[config.mk]
export PLATFORM = sky130hd
export DESIGN_NAME = pattern_random2
export DESIGN_NICKNAME = d
export VERILOG_FILES = /design/src/rtl/max7219_types.sv /design/src/rtl/lfsr_galois.sv /design/src/rtl/pattern_random2.sv
export SDC_FILE = /design/constraint.sdc
export NUM_CORES = 1
export LEC_CHECK = 0
export CAP_MARGIN = 20
export CORE_MARGIN = 8
export CORE_UTILIZATION = 42
export CTS_CLUSTER_SIZE = 24
export DETAILED_ROUTE_END_ITERATION = 8
export MAX_ROUTING_LAYER = met4
export PLACE_DENSITY = 0.75
export SLEW_MARGIN = 30
export SYNTH_ARGS = -nofsm -noshare
export SYNTH_HDL_FRONTEND = slang
export SYNTH_SLANG_ARGS = --single-unit
[constraint.sdc]
create_clock -name i_Clk -period 2.6 [get_ports i_Clk]
set_clock_uncertainty 0.1 [all_clocks]
set_input_delay 0.26 -clock i_Clk [delete_from_list [all_inputs] [get_ports i_Clk]]
set_output_delay 0.26 -clock i_Clk [all_outputs]
set_load 0.03 [all_outputs]
[src/rtl/max7219_types.sv]
`default_nettype none
// max7219_types: MAX7219 word fields and pattern op modes shared by the pattern generators.
package max7219_types;

  localparam logic [3:0] HDR       = 4'h0;
  localparam logic [3:0] REG_ROW_0 = 4'h1;
  localparam logic [3:0] REG_ROW_1 = 4'h2;
  localparam logic [3:0] REG_ROW_2 = 4'h3;
  localparam logic [3:0] REG_ROW_3 = 4'h4;
  localparam logic [3:0] REG_ROW_4 = 4'h5;
  localparam logic [3:0] REG_ROW_5 = 4'h6;
  localparam logic [3:0] REG_ROW_6 = 4'h7;
  localparam logic [3:0] REG_ROW_7 = 4'h8;

  typedef enum logic [1:0] {
    PAT_TOGGLE = 2'd0,
    PAT_SET    = 2'd1,
    PAT_CLEAR  = 2'd2,
    PAT_HOLD   = 2'd3
  } pattern_mode_t;

  function automatic logic [3:0] reg_row(input int k);
    case (k)
      0:       return REG_ROW_0;
      1:       return REG_ROW_1;
      2:       return REG_ROW_2;
      3:       return REG_ROW_3;
      4:       return REG_ROW_4;
      5:       return REG_ROW_5;
      6:       return REG_ROW_6;
      default: return REG_ROW_7;
    endcase
  endfunction

endpackage
`default_nettype wire

[src/rtl/lfsr_galois.sv]
`default_nettype none
// lfsr_galois: right-shifting maximal-length Galois LFSR, negedge clocked, widths 8..32.
module lfsr_galois #(
  parameter int               WIDTH = 8,
  parameter logic [WIDTH-1:0] SEED  = {{(WIDTH-1){1'b0}}, 1'b1}
) (
  input  logic             i_Clk,
  input  logic             i_Rst_n,
  input  logic             i_Step,
  output logic [WIDTH-1:0] o_Value
);

  function automatic logic [31:0] taps_for(input int w);
    case (w)
      8:       return 32'h0000_00B8;
      9:       return 32'h0000_0110;
      10:      return 32'h0000_0240;
      11:      return 32'h0000_0500;
      12:      return 32'h0000_0E08;
      13:      return 32'h0000_1C80;
      14:      return 32'h0000_3802;
      15:      return 32'h0000_6000;
      16:      return 32'h0000_B400;
      17:      return 32'h0001_2000;
      18:      return 32'h0002_0400;
      19:      return 32'h0004_0023;
      20:      return 32'h0009_0000;
      21:      return 32'h0014_0000;
      22:      return 32'h0030_0000;
      23:      return 32'h0042_0000;
      24:      return 32'h00E1_0000;
      25:      return 32'h0120_0000;
      26:      return 32'h0200_0023;
      27:      return 32'h0400_0013;
      28:      return 32'h0900_0000;
      29:      return 32'h1400_0000;
      30:      return 32'h2000_0029;
      31:      return 32'h4800_0000;
      default: return 32'h8020_0003;
    endcase
  endfunction

  localparam logic [31:0]      TAPS_ALL = taps_for(WIDTH);
  localparam logic [WIDTH-1:0] TAPS     = TAPS_ALL[WIDTH-1:0];

  logic [WIDTH-1:0] value_q, value_d;

  always_comb begin
    value_d = value_q;
    if (i_Step) begin
      value_d = (value_q >> 1) ^ (value_q[0] ? TAPS : '0);
    end
  end

  always_ff @(negedge i_Clk or negedge i_Rst_n) begin
    if (!i_Rst_n) value_q <= SEED;
    else          value_q <= value_d;
  end

  assign o_Value = value_q;

endmodule
`default_nettype wire

[src/rtl/pattern_random2.sv]
`default_nettype none
// pattern_random2: LFSR-addressed random pixel ops on a MAX7219 grid framebuffer, frame paced.
// Define PATTERN_RANDOM2_DOUBLE_BUFFER_EN to drive the stream from a per-frame shadow copy.
module pattern_random2
  import max7219_types::*;
#(
  parameter int DISP_ROWS        = 1,
  parameter int DISP_COLUMNS     = 1,
  parameter int CLK_FREQ_HZ      = 1,
  parameter int FRAME_RATE_HZ    = 10,
  parameter int PIXELS_PER_FRAME = 0,
  parameter int LFSR_SEED        = 1
) (
  input  logic       i_Clk,
  input  logic       i_Rst_n,
  input  logic       i_Enable,
  input  logic [1:0] i_Mode,
  output logic       o_Valid,
  output logic       o_Busy,
  output logic       o_Frame_Done,
  output logic [0:7][DISP_ROWS-1:0][DISP_COLUMNS-1:0][15:0] o_MAX7219_DataStream
);

  localparam int FB_HEIGHT   = 8 * DISP_ROWS;
  localparam int FB_WIDTH    = 8 * DISP_COLUMNS;
  localparam int YW          = (FB_HEIGHT > 1) ? $clog2(FB_HEIGHT) : 1;
  localparam int XW          = (FB_WIDTH > 1) ? $clog2(FB_WIDTH) : 1;
  localparam int LW          = (YW + XW + 3 > 8) ? (YW + XW + 3) : 8;
  localparam int DELAY_LIMIT = (CLK_FREQ_HZ / FRAME_RATE_HZ > 1) ? (CLK_FREQ_HZ / FRAME_RATE_HZ) : 1;
  localparam int TARGET      = (PIXELS_PER_FRAME == 0) ? (FB_HEIGHT * FB_WIDTH) : PIXELS_PER_FRAME;
  localparam int FCW         = $clog2(TARGET + 1);
  localparam int DCW         = $clog2(DELAY_LIMIT + 1);

  localparam logic [LW-1:0]  SEED_RAW  = LW'(LFSR_SEED);
  localparam logic [LW-1:0]  SEED      = (SEED_RAW == '0) ? LW'(1) : SEED_RAW;
  localparam logic [YW:0]    FB_H_L    = (YW + 1)'(FB_HEIGHT);
  localparam logic [XW:0]    FB_W_L    = (XW + 1)'(FB_WIDTH);
  localparam logic [YW-1:0]  ROW_LAST  = YW'(FB_HEIGHT - 1);
  localparam logic [FCW-1:0] FCNT_LAST = FCW'(TARGET - 1);
  localparam logic [DCW-1:0] DLIM      = DCW'(DELAY_LIMIT);

  typedef enum logic [1:0] {
    ST_IDLE   = 2'd0,
    ST_CLEAR  = 2'd1,
    ST_UPDATE = 2'd2,
    ST_DELAY  = 2'd3
  } state_t;

  state_t                             state_q, state_d;
  logic [YW-1:0]                      row_q, row_d;
  logic [FCW-1:0]                     fcnt_q, fcnt_d;
  logic [DCW-1:0]                     dcnt_q, dcnt_d;
  pattern_mode_t                      mode_q, mode_d;
  logic                               valid_q, valid_d;
  logic                               done_q, done_d;
  logic [FB_HEIGHT-1:0][FB_WIDTH-1:0] fb_q, fb_d;
  logic [FB_HEIGHT-1:0][FB_WIDTH-1:0] disp;
  logic                               copy_shadow;

  logic          lfsr_step;
  logic [LW-1:0] lfsr_value;
  logic [YW-1:0] pix_y;
  logic [XW-1:0] pix_x;
  logic          pix_hit;

  lfsr_galois #(
    .WIDTH (LW),
    .SEED  (SEED)
  ) u_lfsr (
    .i_Clk   (i_Clk),
    .i_Rst_n (i_Rst_n),
    .i_Step  (lfsr_step),
    .o_Value (lfsr_value)
  );

  assign pix_y   = lfsr_value[YW+XW-1:XW];
  assign pix_x   = lfsr_value[XW-1:0];
  assign pix_hit = ({1'b0, pix_y} < FB_H_L) && ({1'b0, pix_x} < FB_W_L);

  logic unused_lfsr_hi;
  assign unused_lfsr_hi = ^lfsr_value[LW-1:YW+XW];

  always_comb begin
    state_d     = state_q;
    row_d       = row_q;
    fcnt_d      = fcnt_q;
    dcnt_d      = dcnt_q;
    mode_d      = mode_q;
    valid_d     = valid_q;
    done_d      = 1'b0;
    fb_d        = fb_q;
    lfsr_step   = 1'b0;
    copy_shadow = 1'b0;

    case (state_q)
      ST_IDLE: begin
        row_d   = '0;
        state_d = ST_CLEAR;
      end

      ST_CLEAR: begin
        fb_d[row_q] = '0;
        row_d       = row_q + 1'b1;
        if (row_q == ROW_LAST) begin
          valid_d     = 1'b1;
          copy_shadow = 1'b1;
          fcnt_d      = '0;
          if (i_Enable) begin
            state_d = ST_UPDATE;
            mode_d  = pattern_mode_t'(i_Mode);
          end else begin
            // Enter DELAY already expired so a later enable starts a frame at once.
            state_d = ST_DELAY;
            dcnt_d  = DLIM;
          end
        end
      end

      ST_UPDATE: begin
        lfsr_step = 1'b1;
        if (pix_hit) begin
          case (mode_q)
            PAT_TOGGLE: fb_d[pix_y][pix_x] = ~fb_q[pix_y][pix_x];
            PAT_SET:    fb_d[pix_y][pix_x] = 1'b1;
            PAT_CLEAR:  fb_d[pix_y][pix_x] = 1'b0;
            default:    ;
          endcase
          if (fcnt_q == FCNT_LAST) begin
            fcnt_d      = '0;
            dcnt_d      = '0;
            done_d      = 1'b1;
            copy_shadow = 1'b1;
            state_d     = ST_DELAY;
          end else begin
            fcnt_d = fcnt_q + 1'b1;
          end
        end
      end

      ST_DELAY: begin
        if (dcnt_q == DLIM) begin
          if (i_Enable) begin
            state_d = ST_UPDATE;
            mode_d  = pattern_mode_t'(i_Mode);
          end
        end else begin
          dcnt_d = dcnt_q + 1'b1;
        end
      end

      default: state_d = ST_IDLE;
    endcase
  end

  always_ff @(negedge i_Clk or negedge i_Rst_n) begin
    if (!i_Rst_n) begin
      state_q <= ST_IDLE;
      row_q   <= '0;
      fcnt_q  <= '0;
      dcnt_q  <= '0;
      mode_q  <= PAT_TOGGLE;
      valid_q <= 1'b0;
      done_q  <= 1'b0;
    end else begin
      state_q <= state_d;
      row_q   <= row_d;
      fcnt_q  <= fcnt_d;
      dcnt_q  <= dcnt_d;
      mode_q  <= mode_d;
      valid_q <= valid_d;
      done_q  <= done_d;
    end
  end

  // Pixel storage has no reset: CLEAR wipes it after every reset release.
  always_ff @(negedge i_Clk) begin
    fb_q <= fb_d;
  end

`ifdef PATTERN_RANDOM2_DOUBLE_BUFFER_EN
  logic [FB_HEIGHT-1:0][FB_WIDTH-1:0] shadow_q;

  always_ff @(negedge i_Clk) begin
    if (copy_shadow) shadow_q <= fb_d;
  end

  assign disp = shadow_q;
`else
  logic unused_copy;
  assign unused_copy = copy_shadow;
  assign disp        = fb_q;
`endif

  for (genvar k = 0; k < 8; k++) begin : g_digit
    for (genvar r = 0; r < DISP_ROWS; r++) begin : g_row
      for (genvar c = 0; c < DISP_COLUMNS; c++) begin : g_col
        assign o_MAX7219_DataStream[k][r][c] = {HDR, reg_row(k), disp[r*8+k][c*8 +: 8]};
      end
    end
  end

  assign o_Valid      = valid_q;
  assign o_Busy       = (state_q == ST_CLEAR) || (state_q == ST_UPDATE);
  assign o_Frame_Done = done_q;

endmodule
`default_nettype wire
==> flow_summary_export.csv, run 1 <==
group,metric,value,unit
cts,cts_sinks,90,
detailed_routing,routed_wl,21900,µm
cts,cts_tree,"built",
cts,path_clk_slew,50,ps
worst_setup_path,cp_cell_sequence,"inv_2, ha_4, buf_12",
grt,track_usage,21.7,%
finish,drive_gt1_share,30.0,%
finish,fin_util,59.8,%
finish,diodes,0,
worst_setup_path,cp_max_fo,2,
timing,finalHoldViolCount,0,
pwr,ir_worst_vdd,0.000340,V
place,gp_congestion,0.933,
worst_setup_path,r2r_setup_slack,40,ps
yosys,netlist_area,6370,µm²
worst_setup_path,worstPathRequired,2240,ps
timing,max-slew-margin-rel,50.3,%
cts,htree_levels,3,
timing,tightestPinTransition,746,ps
worst_setup_path,cpPeakStageDelay,430,ps
pwr,intPower,0.00244,W
detailed_routing,routed_via_density,5.84,
timing,rsz0062_at_grt,"true",
outcome,violations,"setup timing",
min_path,holdPathEnd,"fcnt_q[4]",
flow_run,maxCapViolCount,0,
grt,grt_start_max_net_pins,65,
timing,setup_ws,-294,ps
die,coreArea,15000,µm²
detailed_routing,drt-initial-drc-count,818,
die,die-width,139,µm
yosys,netlist_top_cells_area,"edfxtp_1, a21oi_1, dfrtn_1, o21ai_0, buf_4",
place,dp_hpwl,13100,µm
yosys,synth-edff-count,64,
worst_setup_path,arrival,2530,ps
yosys,syn_avg_cell_area,8.67,µm²
yosys,synth_cell_types,56,
min_path,hold_path.startpoint,"fcnt_q[4]",
worst_setup_path,worstSetupPathType,"register to output port",
timing,holdWs,351,ps
worst_setup_path,r2r_start,"o_MAX7219_DataStream[3]",
yosys,async_reset_ff_share,28.9,%
detailed_routing,drc,0,
die,start_util,42.4,%
cts,numCtsBuffers,9,
worst_setup_path,r2r_end,"o_MAX7219_DataStream[67]",
cts,clk_latency,400,ps
worst_setup_path,endpoint_kind,"output port",
cts,clockBufferDepth,2,
cts,cts-root-buf,"clkbuf_16",
place,io_buffers,71,
pwr,p_per_area,387,nW/µm²
die,num_rows,45,
yosys,syn_inst,735,
die,dieArea,19400,µm²
yosys,ys_ff_latch,90,
yosys,synth_top_area_share,30.2,%
outcome,status,"finished, violations left",
place,numPlacedInstances,997,
timing,finalSetupTns,-4520,ps
finish,syn_to_final_growth,41.0,%
pwr,p_sw_share,30.0,%
yosys,yosys.area.top_type,"edfxtp_1",
finish,layout.cells.non_filler,1165,
die,die_h,139,µm
yosys,yosysWarnings,0,
pwr,power_switching,0.00104,W
pwr,power_frac_comb,4.1,%
worst_setup_path,critPathLaunch,"state_q[0]",
detailed_routing,drtAntennaViolNets,0,
worst_setup_path,reg2reg_depth,7,
pwr,leakagePower,3.86,nW
timing,setup_viol,65,
yosys,synth_common_cells,"a21oi_1, o21ai_0, nand2_1",
finish,fin_nets,987,
die,io_pins,136,
grt,grt_pass1_vias,6432,
grt,grt_pass1_wl,33200,µm
pwr,pwr-share-clk,51.9,%
detailed_routing,via_count,6809,
detailed_routing,drt_first_pass_iters,6,
detailed_routing,post_drt_wl_per_cell,18.8,µm
yosys,synth.most_common_cell,"a21oi_1",
pwr,p_total,0.00348,W
min_path,min_path_cells,1,
grt,grt_antenna_before_repair,0,
yosys,yosysSeqAreaShare,40.4,%
timing,drv_slew,0,
grt,grt_overflow,0,
min_path,hp-class,"register to register",
worst_setup_path,slowest_stage,"dfrtn_1",
cts,cts_hold_buf,0,
worst_setup_path,start_kind,"register",
yosys,ys_dominant_reg_cell,"edfxtp_1",
pwr,seq_power_share,44.0,%
==> critical path, delay by kind of cell, from the launching register on <==
family	cells	cell delay, ps
fa+ha+maj	1	270
buf+inv	2	170
flops	1	430
==> kinds of logic (layout without fill, tap and decap cells) <==
group | after synthesis | after routing | synth area share, %
DFF | 90 | 90 | 40.4
xor gates and xnor gates | 1 | 1 | 0.137
other | 2 | 64 | 0.118
adders and majority gates | 10 | 10 | 1.96
AOI/OAI and AO/OA | 323 | 323 | 29.6
buffers and inverters | 129 | 309 | 12.0
and+or+nand+nor | 150 | 150 | 10.3
muxes | 30 | 30 | 5.46
==> how the worst max path moves through the flow <==
stage               slack [ps]  cells after the start          to
floorplan                   60                      2      o_Busy
global placement          -300                      6  state_q[0]
detailed placement        -340                      6  state_q[0]
CTS                       -300                      3      o_Busy
global route              -330                      3      o_Busy
finish                    -290                      3      o_Busy
==> what timing repair did <==
item / 4_1_cts / 5_1_grt
endpoints found under the setup margin: 66 / 120
setup buffers: 62 / 24
gates cloned: 0 / 3
pin swaps: 1 / 4
endpoints found under the hold margin: 0 / 0
resized for setup: 42 / 9
==> power by group through the flow <==
stage / Combinational [W] / Clock, W / Sequential [W]
finish: 0.000143 / 0.00180 / 0.00153
global route: 0.000150 / 0.00192 / 0.00153
CTS: 0.000139 / 0.00181 / 0.00153
detailed placement: 0.000139 / 0.000151 / 0.00155
global placement: 0.000139 / 0.000151 / 0.00155
floorplan: 0.000195 / 0.000151 / 0.00155
==> state kept, by name, indices dropped and copies added, names as in the netlist <==
signal and flops:
o_MAX7219_DataStream 64, u_lfsr.o_Value 9, fcnt_q 7, row_q 3, mode_q 2, state_q 2, dcnt_q 1, o_Frame_Done 1
o_Valid 1
==> metrics by stage <==
stage	setup WS [ps]	instance area, µm²
final	-294	8990
after global routing	-329	8990
after CTS	-300	8700
after detailed placement	-336	7540
after global placement	-299	7540
after floorplan	58.3	6620
==> cells in the final DEF (no fill, tap or decap), types with 14 or more instances in the layout <==
cell      instances
o21ai_0         104
dfrtn_1          25
inv_1            71
a21oi_1         134
nor2_1           26
edfxtp_1         64
nand2_1          79
o21ai_2          29
mux2_2           14
buf_4           138
conb_1           64
buf_6            42
buf_12           32
==> per-layer routing <==
| layer | wire (µm) | part of all wire (%) | up-vias | global-route usage, % |
|---|---|---|---|---|
| met4 | 970 | 4.4 | 0 | 11.7 |
| li1 | - | - | 3032 | - |
| met5 | 0 | 0 | - | - |
| met2 | 10600 | 48 | 548 | 34.4 |
| met3 | 2350 | 11 | 104 | 5.34 |
| met1 | 7960 | 36 | 3125 | 25.2 |
==> cell type report <==
| class | count | area [µm²] |
|---|---|---|
| Fill cell | 1222 | 6050 |
| Multi-Input combinational cell | 578 | 3350 |
| Sequential cell | 90 | 2570 |
| Timing Repair Buffer | 218 | 2240 |
| Clock inverter | 72 | 323 |
| Tap cell | 188 | 235 |
| Clock buffer | 9 | 225 |
| Inverter | 10 | 37.5 |
Note: power is estimated with default switching activity, not from simulation.
==> run 2, diff against run 1 <==
--- a/config.mk
+++ b/config.mk
@@ -5,7 +5,6 @@
 export SDC_FILE = /design/constraint.sdc
 export NUM_CORES = 1
 export LEC_CHECK = 0
-export CAP_MARGIN = 20
 export CORE_MARGIN = 8
 export CORE_UTILIZATION = 42
 export CTS_CLUSTER_SIZE = 24
==> results of run 2 <==
Final layout, timing and power as in run 1 (identical DEF).
==> run 3, diff against run 2 <==
--- a/config.mk
+++ b/config.mk
@@ -5,6 +5,7 @@
 export SDC_FILE = /design/constraint.sdc
 export NUM_CORES = 1
 export LEC_CHECK = 0
+export ABC_AREA = 0
 export CORE_MARGIN = 8
 export CORE_UTILIZATION = 42
 export CTS_CLUSTER_SIZE = 24
==> results of run 3 <==
Final layout, timing and power as in run 1 (identical DEF).
